`config.mk`:
```
export PLATFORM = sky130hd
export DESIGN_NAME = stream_fio_fifo
export DESIGN_NICKNAME = d
export VERILOG_FILES = /design/src/rtl/stream_fio_fifo.sv
export SDC_FILE = /design/constraint.sdc
export NUM_CORES = 1
export LEC_CHECK = 0
export CORE_UTILIZATION = 32
export CTS_BUF_LIST = sky130_fd_sc_hd__clkbuf_16
export CTS_CLUSTER_SIZE = 24
export DETAILED_ROUTE_END_ITERATION = 6
export GPL_TIMING_DRIVEN = 0
export HOLD_SLACK_MARGIN = 0.15
export PLACE_DENSITY = 0.45
export SETUP_SLACK_MARGIN = 0.4
export SLEW_MARGIN = 20
export SYNTH_ARGS = -nofsm -noshare
export SYNTH_HDL_FRONTEND = slang
export SYNTH_SLANG_ARGS = --single-unit
```
`constraint.sdc`:
```
create_clock -name clk -period 5.9 [get_ports clk]
set_clock_uncertainty 0.2 [all_clocks]
set_input_delay 1.475 -clock clk [delete_from_list [all_inputs] [get_ports clk]]
set_output_delay 1.475 -clock clk [all_outputs]
set_load 0.02 [all_outputs]
```
`src/rtl/stream_fio_fifo.sv`:
```
// Single-clock stream FIFO with end-of-stream tracking and underrun/overflow status.
// The depth need not be a power of two, and sim_end freezes all state.
module stream_fio_fifo #(
    parameter int WIDTH     = 8,
    parameter int DEPTH     = 101,
    parameter int HOLD_LAST = 1,
    localparam int LVL_W    = $clog2(DEPTH + 1),
    localparam int PTR_W    = $clog2(DEPTH)
) (
    input  logic             clk,
    input  logic             rst,
    input  logic             sim_end,
    input  logic             wr_en,
    input  logic [WIDTH-1:0] wr_data,
    input  logic             wr_last,
    output logic             full,
    input  logic             rd_incadr,
    output logic [WIDTH-1:0] dout,
    output logic             data_empty,
    output logic [LVL_W-1:0] level,
    output logic [2:0]       fio_end
);

    typedef enum logic [1:0] {
        S_OPEN,
        S_CLOSED,
        S_EXHAUSTED,
        S_UNDERRUN
    } state_t;

    state_t           state;
    logic [WIDTH-1:0] mem [DEPTH];
    logic [PTR_W-1:0] wr_ptr;
    logic [PTR_W-1:0] rd_ptr;
    logic [WIDTH-1:0] last_word;
    logic             overflow;
    logic             empty;
    logic             closed;
    logic             push;
    logic             pop;
    logic             drop;

    function automatic logic [PTR_W-1:0] next_ptr(input logic [PTR_W-1:0] p);
        return (p == PTR_W'(DEPTH - 1)) ? '0 : p + PTR_W'(1);
    endfunction

    assign empty  = (level == '0);
    assign full   = (level == LVL_W'(DEPTH));
    assign closed = (state != S_OPEN);
    assign push   = wr_en && !full && !closed && !sim_end;
    assign pop    = rd_incadr && !empty && !sim_end;
    assign drop   = wr_en && (full || closed) && !sim_end;

    always_ff @(posedge clk) begin
        if (push) begin
            mem[wr_ptr] <= wr_data;
        end
    end

    // A pop on an empty FIFO is ignored even when a push lands that same cycle.
    always_ff @(posedge clk or negedge rst) begin
        if (!rst) begin
            wr_ptr     <= '0;
            rd_ptr     <= '0;
            level      <= '0;
            last_word  <= '0;
            data_empty <= 1'b0;
            overflow   <= 1'b0;
            state      <= S_OPEN;
        end else if (!sim_end) begin
            if (push) begin
                wr_ptr <= next_ptr(wr_ptr);
            end
            if (pop) begin
                rd_ptr    <= next_ptr(rd_ptr);
                last_word <= mem[rd_ptr];
            end
            case ({push, pop})
                2'b10:   level <= level + LVL_W'(1);
                2'b01:   level <= level - LVL_W'(1);
                default: level <= level;
            endcase
            if (rd_incadr) begin
                data_empty <= empty;
            end
            if (drop) begin
                overflow <= 1'b1;
            end
            case (state)
                S_OPEN:      if (wr_last)   state <= S_CLOSED;
                S_CLOSED:    if (empty)     state <= S_EXHAUSTED;
                S_EXHAUSTED: if (rd_incadr) state <= S_UNDERRUN;
                default:                    state <= state;
            endcase
        end
    end

    always_comb begin
        dout = '0;
        if (!empty) begin
            dout = mem[rd_ptr];
        end else if (HOLD_LAST != 0) begin
            dout = last_word;
        end
    end

    assign fio_end = {overflow,
                      state == S_UNDERRUN,
                      (state == S_EXHAUSTED) || (state == S_UNDERRUN)};

endmodule

```
==> flow_summary_export.csv, run 1 <==
group,metric,value,unit
status,status,"finished clean",
die,initial_utilization,32.28,%
synth,synthXorXnorAreaFrac,0.4188,%
sta,tightestPinTransition,1205,ps
die,die_y,325.3,microns
clock_network,max-clock-path-buffers,3,
sta,period_minus_slack,5473,ps
sta,slew_headroom,19.68,%
power,power_density,440.6,mW/mm^2
detailed_routing,wirelength,99.12,mm
sta,finalSetupViolations,0,
layout,final_common_cell,"edfxtp_1",
placement,place_congestion,0.9122,
synth,synth_area,0.03346,sq mm
worst_setup_path,critPathLaunchType,"flop",
global_routing,grt_pass1_wl,139.8,mm
synth,yosys_warnings,0,
sta,hold_violations,0,
clock_network,path_clk_slew,60,ps
synth,synth.top_cell.area_share,72.52,%
synth,synth_top_family_by_area,"multiplexers",
synth,ys.flop_type,"edfxtp_1",
synth,synth_cell_type_count,60,
clock_network,cts_buffers,93,
clock_network,cts_htree_levels,3,
synth,seq_area_frac_synth,74.99,%
detailed_routing,drc,0,
worst_setup_path,cp.arrival,3800,ps
die,num_rows,118,
detailed_routing,dr_total_vias,17530,
synth,yosys.area_share.simple,3.635,%
die,io_pins,34,
worst_setup_path,worstPathRequired,4220,ps
synth,synth-compound-area-share,4.417,%
global_routing,grt_max_degree,76,
power,power,17.38,mW
detailed_routing,drtIter0Drc,2075,
synth,synth_mux_area_share,14.01,%
global_routing,antenna_found_initial,2,
power,peakVddDrop,234.8,uV
worst_setup_path,cp_cell_sequence,"buf_12, buf_6, or3b_1, buf_2, o22ai_1, a211oi_1, and3_1, o41ai_2, dlygate4sd2_1",
detailed_routing,ant_nets,0,
layout,drive_gt1_share,23.76,%
worst_setup_path,reg2reg_slack,1540,ps
worst_setup_path,crit_type,"flop to output port",
layout,finalNonFillerCells,3359,
synth,syn_nets,1779,
die,die-area,0.1058,sq mm
clock_network,root_buffer,"clkbuf_16",
die,die_x,325.3,microns
placement,hpwl,66.29,mm
sta,rsz0062_at_grt,"yes",
layout,fillers,9592,
clock_network,cts.sink_count,841,
worst_setup_path,max_stage_delay,480,ps
min_path,worstHoldPathType,"flop to flop",
detailed_routing,wire_per_inst,29.51,microns
synth,yosysTopAreaCell,"edfxtp_1",
synth,async_reset_ff_share,3.924,%
power,leakagePower,12.58,nW
sta,period_share,92.76,%
global_routing,grt_pass1_vias,17990,
worst_setup_path,cp_num_buf_inv,4,
synth,synth_area_leaders,"edfxtp_1 73%, mux4_2 9.9%, mux2i_1 3.6%, dfrtp_1 2.5%, nor2_1 1.3%",
synth,synth_edf_count,808,
placement,dp_cells,3178,
layout,areaGrowthSynthToFinish,17.90,%
clock_network,clock_latency,670,ps
worst_setup_path,cp_top_family,"buffers and inverters",
clock_network,tritoncts,"yes",
synth,ys_ff_latch,841,
worst_setup_path,endpoint_kind,"output port",
synth,synthCells,1753,
worst_setup_path,cp_slowest_cell,"dfrtp_2",
flow_run,cap_viol_max_count,0,
global_routing,grt_overflow,0,
synth,yosys.area_share.adder,0.4488,%
placement,port_buffers,33,
sta,max_clock_freq,0.1827,GHz
synth,syn_avg_cell_area,19.09,sq um
worst_setup_path,path_max_fanout,10,
layout,nNetsFinal,1928,
sta,slew_violations,0,
global_routing,grt_use_total,18.84,%
detailed_routing,dr.pass1.iters,6,
layout,layout_common_cells,"808 x edfxtp_1, 147 x mux4_2, 116 x nor2_1, 115 x mux2i_1, 94 x clkbuf_16",
detailed_routing,via_per_inst,5.219,
die,core-area,0.1036,sq mm
metal layers:
layer	vias up	share of wire [%]	track usage [%]
met5	-	0	0
met4	0	3.2	6.030
met3	152	5.1	3.018
met2	541	48	30.54
met1	9389	44	25.87
li1	7448	-	-
worst paths after layout:
path	from	end	depth (start not counted)
worst max register to register	level[2]	level[6]	15
min in group asynchronous	rst	level[6]	1
worst min-delay path	overflow	overflow	1
worst max-delay path	rd_ptr[1]	dout[3]	9
worst min register to register	overflow	overflow	1
max in group asynchronous	rst	rd_ptr[1]	2
kinds of logic after synthesis:
logic type,Yosys count
flip-flops,841
multiplexers,280
adder cells (fa/ha/maj),12
XOR/XNOR,16
buffers and inverters,117
AO/OA/AOI/OAI,214
AND/OR/NAND/NOR,273
through the flow:
step           hold WS, ps  worst slack (ps)  TNS [ps]  utilization (%)  area [sq um]
2_1_floorplan        228.9              1739         0                -         33460
6_report             253.6             427.1         0            38.06         39450
4_1_cts              257.8             370.6         0            37.90         39280
3_3_place_gp         245.1            -432.9    -32190            34.27         35510
3_5_place_dp         244.2            -400.6     -1059            34.51         35770
5_1_grt              287.0             352.5         0            38.06         39440
report_power, final:
group          internal (mW)  switching (mW)  total (mW)
Combinational           1.93            3.11        5.04
Sequential              6.65          0.0812        6.73
Clock                   3.20            2.41        5.61
Total                   11.8            5.59        17.4
cell usage after synthesis, drive strengths merged (9+ instances only):
library cell and n:
edfxtp 808, o221ai 15, nor2b 12, a21oi 41, a22oi 33, nor2 120
mux2i 121, nand3 15, buf 67, o21ai 23, clkbuf 34, nand2 72
dfrtp 33, mux2 10, o22ai 30, nor3 11, a22o 9, mux4 149
a211oi 13, ha 12, o31ai 9, inv 13
state kept, by name, summed over array words and instances, names as in the netlist:
register	flops
data_empty	1
last_word	8
level	7
mem	808
overflow	1
rd_ptr	7
state	2
wr_ptr	7
layout make-up:
cell class / count / area [sq um] / share of cell area, %
Multi-Input combinational cell: 795 / 8167 / 20.70
Clock inverter: 77 / 586.8 / 1.488
Inverter: 16 / 61.31 / 0.1554
Buffer: 101 / 845.8 / 2.144
Antenna cell: 1 / 2.502 / 0.006344
Timing Repair Buffer: 54 / 614.3 / 1.557
Clock buffer: 94 / 2352 / 5.963
Sequential cell: 841 / 25090 / 63.61
Tap cell: 1380 / 1727 / 4.377
what timing repair did:
item                                    in CTS  in global routing
endpoints found under the setup margin       8                  8
hold buffers                                 0                  0
pin swaps                                    9                  3
buffers inserted                             4                  5
endpoints found under the hold margin        0                  0
resized for setup                          136                 36
Power figures use the tool's default switching activity.
==> run 2, diff against run 1 <==
--- a/config.mk
+++ b/config.mk
@@ -11,7 +11,7 @@
 export DETAILED_ROUTE_END_ITERATION = 6
 export GPL_TIMING_DRIVEN = 0
 export HOLD_SLACK_MARGIN = 0.15
-export PLACE_DENSITY = 0.45
+export PLACE_DENSITY = 0.51
 export SETUP_SLACK_MARGIN = 0.4
 export SLEW_MARGIN = 20
 export SYNTH_ARGS = -nofsm -noshare
==> run 2 against run 1 <==
Against the previous run:
- sequential share of layout area up 0.47 points
- fmax about the same
- first-iteration DRC count down 13%
- core utilization down 0.28 points
- count of clock-buffer cells in the layout down 2
- highest routed layer is now met5
- register-to-register slack worse by 140 ps
- routed wire length down 4.3%
- design area down 0.73%
- combinational power down 4.6%
- largest power group unchanged
- final cell count down 0.21%
==> flow_summary_export.csv, run 2 (synthesis gave the netlist of run 1 again) <==
group,metric,value,unit
worst_setup_path,cp.arrival,3790,ps
layout,fillers,9516,
detailed_routing,ant_nets,0,
layout,top_register,"mem",
clock_network,clock_latency,650,ps
sta,finalSetupViolations,0,
die,core-area,0.1036,sq mm
die,die_x,325.3,microns
detailed_routing,wire_per_inst,28.31,microns
global_routing,antenna_found_initial,1,
placement,place_congestion,0.8915,
clock_network,cts_htree_levels,3,
worst_setup_path,reg2reg_slack,1400,ps
power,internal-power,11.57,mW
worst_setup_path,r2r_end,"level[6]",
worst_setup_path,worstPathRequired,4220,ps
die,io_pins,34,
worst_setup_path,path_max_fanout,10,
placement,hpwl,62.67,mm
worst_setup_path,critPathLaunchType,"flop",
detailed_routing,drc,0,
clock_network,root_buffer,"clkbuf_16",
layout,final_cell_area,0.03916,sq mm
die,die_y,325.3,microns
clock_network,max-clock-path-buffers,3,
layout,layout_common_cells,"808 x edfxtp_1, 147 x mux4_2, 119 x mux2i_1, 116 x nor2_1, 92 x clkbuf_16",
sta,period_share,92.70,%
sta,slew_violations,0,
worst_setup_path,crit_type,"flop to output port",
layout,antennaDiodeCount,0,
power,p_switching,5.361,mW
detailed_routing,dr.pass1.iters,7,
detailed_routing,dr_total_vias,17740,
detailed_routing,wirelength,94.89,mm
global_routing,grt_use_total,17.85,%
layout,top_regs,"mem x808, last_word x8",
sta,tightestPinTransition,1172,ps
clock_network,tritoncts,"yes",
detailed_routing,via_per_inst,5.293,
clock_network,path_clk_slew,70,ps
sta,tns,0,ps
worst_setup_path,r2r-start,"level[2]",
die,die-area,0.1058,sq mm
sta,hold_violations,0,
flow_run,cap_viol_max_count,0,
placement,dp_slack,-430.5,ps
power,peakVddDrop,252.2,uV
worst_setup_path,reg2reg_depth,15,
sta,period_minus_slack,5469,ps
min_path,worstHoldPathType,"flop to flop",
power,leakagePower,12.47,nW
power,sw_frac_of_total,31.67,%
power,pwr-share-clk,31.8,%
global_routing,grt_pass1_wl,134.2,mm
sta,setup_ws,430.7,ps
worst_setup_path,crit_start,"rd_ptr[1]",
detailed_routing,drtIter0Drc,1795,
power,power,16.93,mW
sta,slew_headroom,21.88,%
status,status,"finished clean",
die,initial_utilization,32.28,%
clock_network,cts_buffers,90,
worst_setup_path,critPathCapture,"dout[0]",
global_routing,grt_pass1_vias,18130,
layout,largest_reg_flops,808,
placement,place_area,0.03578,sq mm
power,pwr-share-seq,39.8,%
global_routing,grt_max_degree,74,
clock_network,cts.sink_count,841,
layout,finish.utilization,37.78,%
power,pwr-share-comb,28.4,%
die,num_rows,118,
layout,drive_gt1_share,22.92,%
placement,port_buffers,33,
power,power_density,432.3,mW/mm^2
global_routing,grt_overflow,0,
worst_setup_path,endpoint_kind,"output port",
sta,max_clock_freq,0.1828,GHz
layout,areaGrowthSynthToFinish,17.04,%
layout,final_common_cell,"edfxtp_1",
sta,rsz0062_at_grt,"yes",
layout,nNetsFinal,1925,
==> run 2: what timing repair did <==
action                                  CTS  global route
hold buffers                              0             0
setup buffers                             5             4
gates resized for setup                 122            29
endpoints found under the setup margin    8             8
pin swaps                                14             5
==> run 2: area by class of cell <==
type,count,area (sq um),area share [%]
inverter,16,65.06,0.1662
timing repair buffer,54,635.6,1.623
sequential,841,25090,64.07
buffer,101,815.8,2.083
tap,1380,1727,4.409
multi-input combinational,795,8025,20.49
clock buffer,92,2302,5.879
clock inverter,73,498.0,1.272
==> run 2: power by group through the flow <==
stage	logic [mW]	registers (mW)	clock network, mW
2_1_floorplan	2.60	6.86	0
3_3_place_gp	4.46	6.88	0
3_5_place_dp	4.50	6.85	0
4_1_cts	4.75	6.73	5.47
5_1_grt	5.03	6.74	5.68
6_report	4.81	6.74	5.38
==> run 2: worst min path at each step <==
stage               startpoint  endpoint  slack (ps)  cells past startpoint
detailed placement    overflow  overflow         260                      1
global placement      overflow  overflow         240                      1
finish                overflow  overflow         260                      1
floorplan             overflow  overflow         230                      1
CTS                   overflow  overflow         270                      1
global route          overflow  overflow         290                      1
==> run 2: through the flow <==
step           cells  hold slack (ps)
3_5_place_dp    3178            255.5
2_1_floorplan   1753            228.9
6_report        3352            262.1
4_1_cts         3348            265.2
5_1_grt         3352            293.8
3_3_place_gp    3166            244.4
==> run 2: critical path: stages (launching register included) <==
cell and delay [ps]:
dfrtp_2 500, buf_12 200, buf_12 170, buf_8 180
buf_8 230, nor2_2 150, a22oi_1 290, a21oi_1 140
nor3_2 360, a21oi_2 170, o41ai_4 460, buf_2 260
==> run 2: layer usage <==
metal / track usage, % / wire [microns] / vias up
met4: 6.019 / 3194 / 2
met1: 23.67 / 39450 / 9467
met5: 0 / 13 / -
li1: - / - / 7439
met2: 29.48 / 46180 / 676
met3: 3.238 / 6051 / 157
==> run 3, diff against run 2 <==
--- a/config.mk
+++ b/config.mk
@@ -5,13 +5,14 @@
 export SDC_FILE = /design/constraint.sdc
 export NUM_CORES = 1
 export LEC_CHECK = 0
+export CAP_MARGIN = 20
 export CORE_UTILIZATION = 32
 export CTS_BUF_LIST = sky130_fd_sc_hd__clkbuf_16
 export CTS_CLUSTER_SIZE = 24
 export DETAILED_ROUTE_END_ITERATION = 6
 export GPL_TIMING_DRIVEN = 0
 export HOLD_SLACK_MARGIN = 0.15
-export PLACE_DENSITY = 0.51
+export PLACE_DENSITY = 0.49
 export SETUP_SLACK_MARGIN = 0.4
 export SLEW_MARGIN = 20
 export SYNTH_ARGS = -nofsm -noshare
==> run 3 against run 2 <==
Against the previous run:
- non-clock buffer count unchanged
- total power grew 0.53%
- sequential share of layout area increased by 0.074 points
- flip-flop and latch count is the same
- die area stayed put
- via count shrank 0.42%
- sequential power about the same
- combinational power is 1% higher
- hold slack improved by 3.7 ps
- critical path type unchanged
- largest power group unchanged
- highest routed layer is now met4
==> flow_summary_export.csv, run 3 (synthesis gave the netlist of run 1 again) <==
group,metric,value,unit
clock_network,root_buffer,"clkbuf_16",
worst_setup_path,crit_type,"flop to output port",
worst_setup_path,cp.arrival,3780,ps
layout,antennaDiodeCount,0,
die,die_x,325.3,microns
layout,drive_gt1_share,22.43,%
placement,hpwl,64.62,mm
die,core-area,0.1036,sq mm
die,num_rows,118,
detailed_routing,dr_total_vias,17670,
clock_network,cts_buffers,91,
placement,place_congestion,0.8954,
global_routing,antenna_found_initial,0,
worst_setup_path,critPathLaunchType,"flop",
clock_network,tritoncts,"yes",
die,initial_utilization,32.28,%
sta,slew_violations,0,
power,power_density,435.1,mW/mm^2
clock_network,max-clock-path-buffers,3,
power,pwr-share-clk,31.9,%
worst_setup_path,worstPathRequired,4220,ps
die,die-area,0.1058,sq mm
status,status,"finished clean",
sta,tightestPinTransition,1281,ps
layout,fillers,9542,
layout,top_regs,"mem x808, last_word x8",
die,io_pins,34,
placement,port_buffers,33,
global_routing,gr-max-usage-layer,"met2",
power,leakagePower,12.50,nW
power,internal-power,11.60,mW
sta,slew_headroom,14.61,%
layout,nNetsFinal,1926,
sta,finalSetupViolations,0,
global_routing,grt_use_total,18.25,%
global_routing,grt_max_degree,70,
power,p_switching,5.419,mW
placement,dp_cells,3177,
power,peakVddDrop,289.0,uV
layout,layout_common_cells,"808 x edfxtp_1, 147 x mux4_2, 120 x mux2i_1, 118 x nor2_1, 92 x clkbuf_16",
power,sw_frac_of_total,31.84,%
power,pwr-share-comb,28.6,%
detailed_routing,drc,0,
detailed_routing,dr.pass1.iters,5,
global_routing,grt_overflow,0,
sta,period_share,92.48,%
clock_network,path_clk_slew,60,ps
sta,hold_violations,0,
global_routing,grtUsageMet2,28.74,%
die,die_y,325.3,microns
detailed_routing,wire_per_inst,28.88,microns
global_routing,grt.met1_usage,25.56,%
sta,rsz0062_at_grt,"yes",
global_routing,grt_pass1_vias,18070,
min_path,worstHoldPathType,"flop to flop",
worst_setup_path,path_max_fanout,10,
detailed_routing,via_per_inst,5.272,
layout,final_common_cell,"edfxtp_1",
clock_network,cts.sink_count,841,
global_routing,grt_pass1_wl,136.7,mm
sta,tns,0,ps
sta,max_clock_freq,0.1833,GHz
detailed_routing,wirelength,96.77,mm
sta,period_minus_slack,5456,ps
detailed_routing,drtIter0Drc,1702,
clock_network,clock_latency,660,ps
layout,top_register,"mem",
layout,areaGrowthSynthToFinish,16.91,%
clock_network,cts_htree_levels,3,
flow_run,cap_viol_max_count,0,
layout,finalNonFillerCells,3351,
detailed_routing,ant_nets,0,
worst_setup_path,endpoint_kind,"output port",
global_routing,grtUsageMet3,3.159,%
power,pwr-share-seq,39.5,%
layout,largest_reg_flops,808,
-- run 3: metrics by stage --
step	instance area (sq um)	setup WS, ps	util (%)	power (mW)	hold WS, ps
5_1_grt	39110	376.1	37.74	17.53	284.8
4_1_cts	39040	262.4	37.66	17.08	274.3
3_5_place_dp	35770	-116.4	34.51	11.41	255.3
6_report	39110	443.6	37.74	17.02	265.9
2_1_floorplan	33460	1739	-	9.462	228.9
3_3_place_gp	35510	-142.6	34.27	11.39	240.7
-- run 3: area by class of cell --
type                            count  area (sq um)  share of cell area [%]
Multi-Input combinational cell    795          7974                   20.39
Clock buffer                       92          2302                   5.886
Tap cell                         1380          1727                   4.414
Timing Repair Buffer               54         610.6                   1.561
Inverter                           16         65.06                  0.1663
Buffer                            101         827.0                   2.114
Clock inverter                     72         518.0                   1.324
Sequential cell                   841         25090                   64.15
-- run 3: final timing paths --
| check | endpoint | slack (ps) | depth (start not counted) | start |
|---|---|---|---|---|
| min | overflow | 270 | 1 | overflow |
| max in group asynchronous | rd_ptr[1] | 4540 | 2 | rst |
| min in group asynchronous | wr_ptr[1] | 490 | 1 | rst |
| max reg2reg | level[6] | 1300 | 15 | level[2] |
| max | dout[2] | 440 | 9 | rd_ptr[2] |
| min reg2reg | overflow | 270 | 1 | overflow |
-- run 3: power groups by stage --
| stage | logic [mW] | clock network (mW) | registers [mW] |
|---|---|---|---|
| 3_3_place_gp | 4.52 | 0 | 6.87 |
| 3_5_place_dp | 4.56 | 0 | 6.85 |
| 4_1_cts | 4.82 | 5.54 | 6.73 |
| 5_1_grt | 5.07 | 5.73 | 6.74 |
| 2_1_floorplan | 2.60 | 0 | 6.86 |
| 6_report | 4.86 | 5.43 | 6.73 |
-- run 3: worst max-delay path, stage by stage (launching register included) --
cell	delay, ps
dfrtp_1	330
clkbuf_2	260
buf_2	380
clkinvlp_4	320
nand2_1	390
a21oi_1	150
nor3_2	410
a21oi_2	150
o41ai_2	470
clkbuf_2	250
-- run 3: layer usage --
metal	wire, microns	vias up
met5	0	-
met4	2971	0
met3	6356	152
met2	45300	668
met1	42150	9419
li1	-	7428
-- run 3: what timing repair did --
| action | in CTS | in global routing |
|---|---|---|
| setup buffers | 6 | 4 |
| cloned | 0 | 0 |
| setup endpoints to repair | 8 | 7 |
| hold buffers | 0 | 0 |
| pin swaps | 6 | 2 |
| gates resized for setup | 116 | 29 |
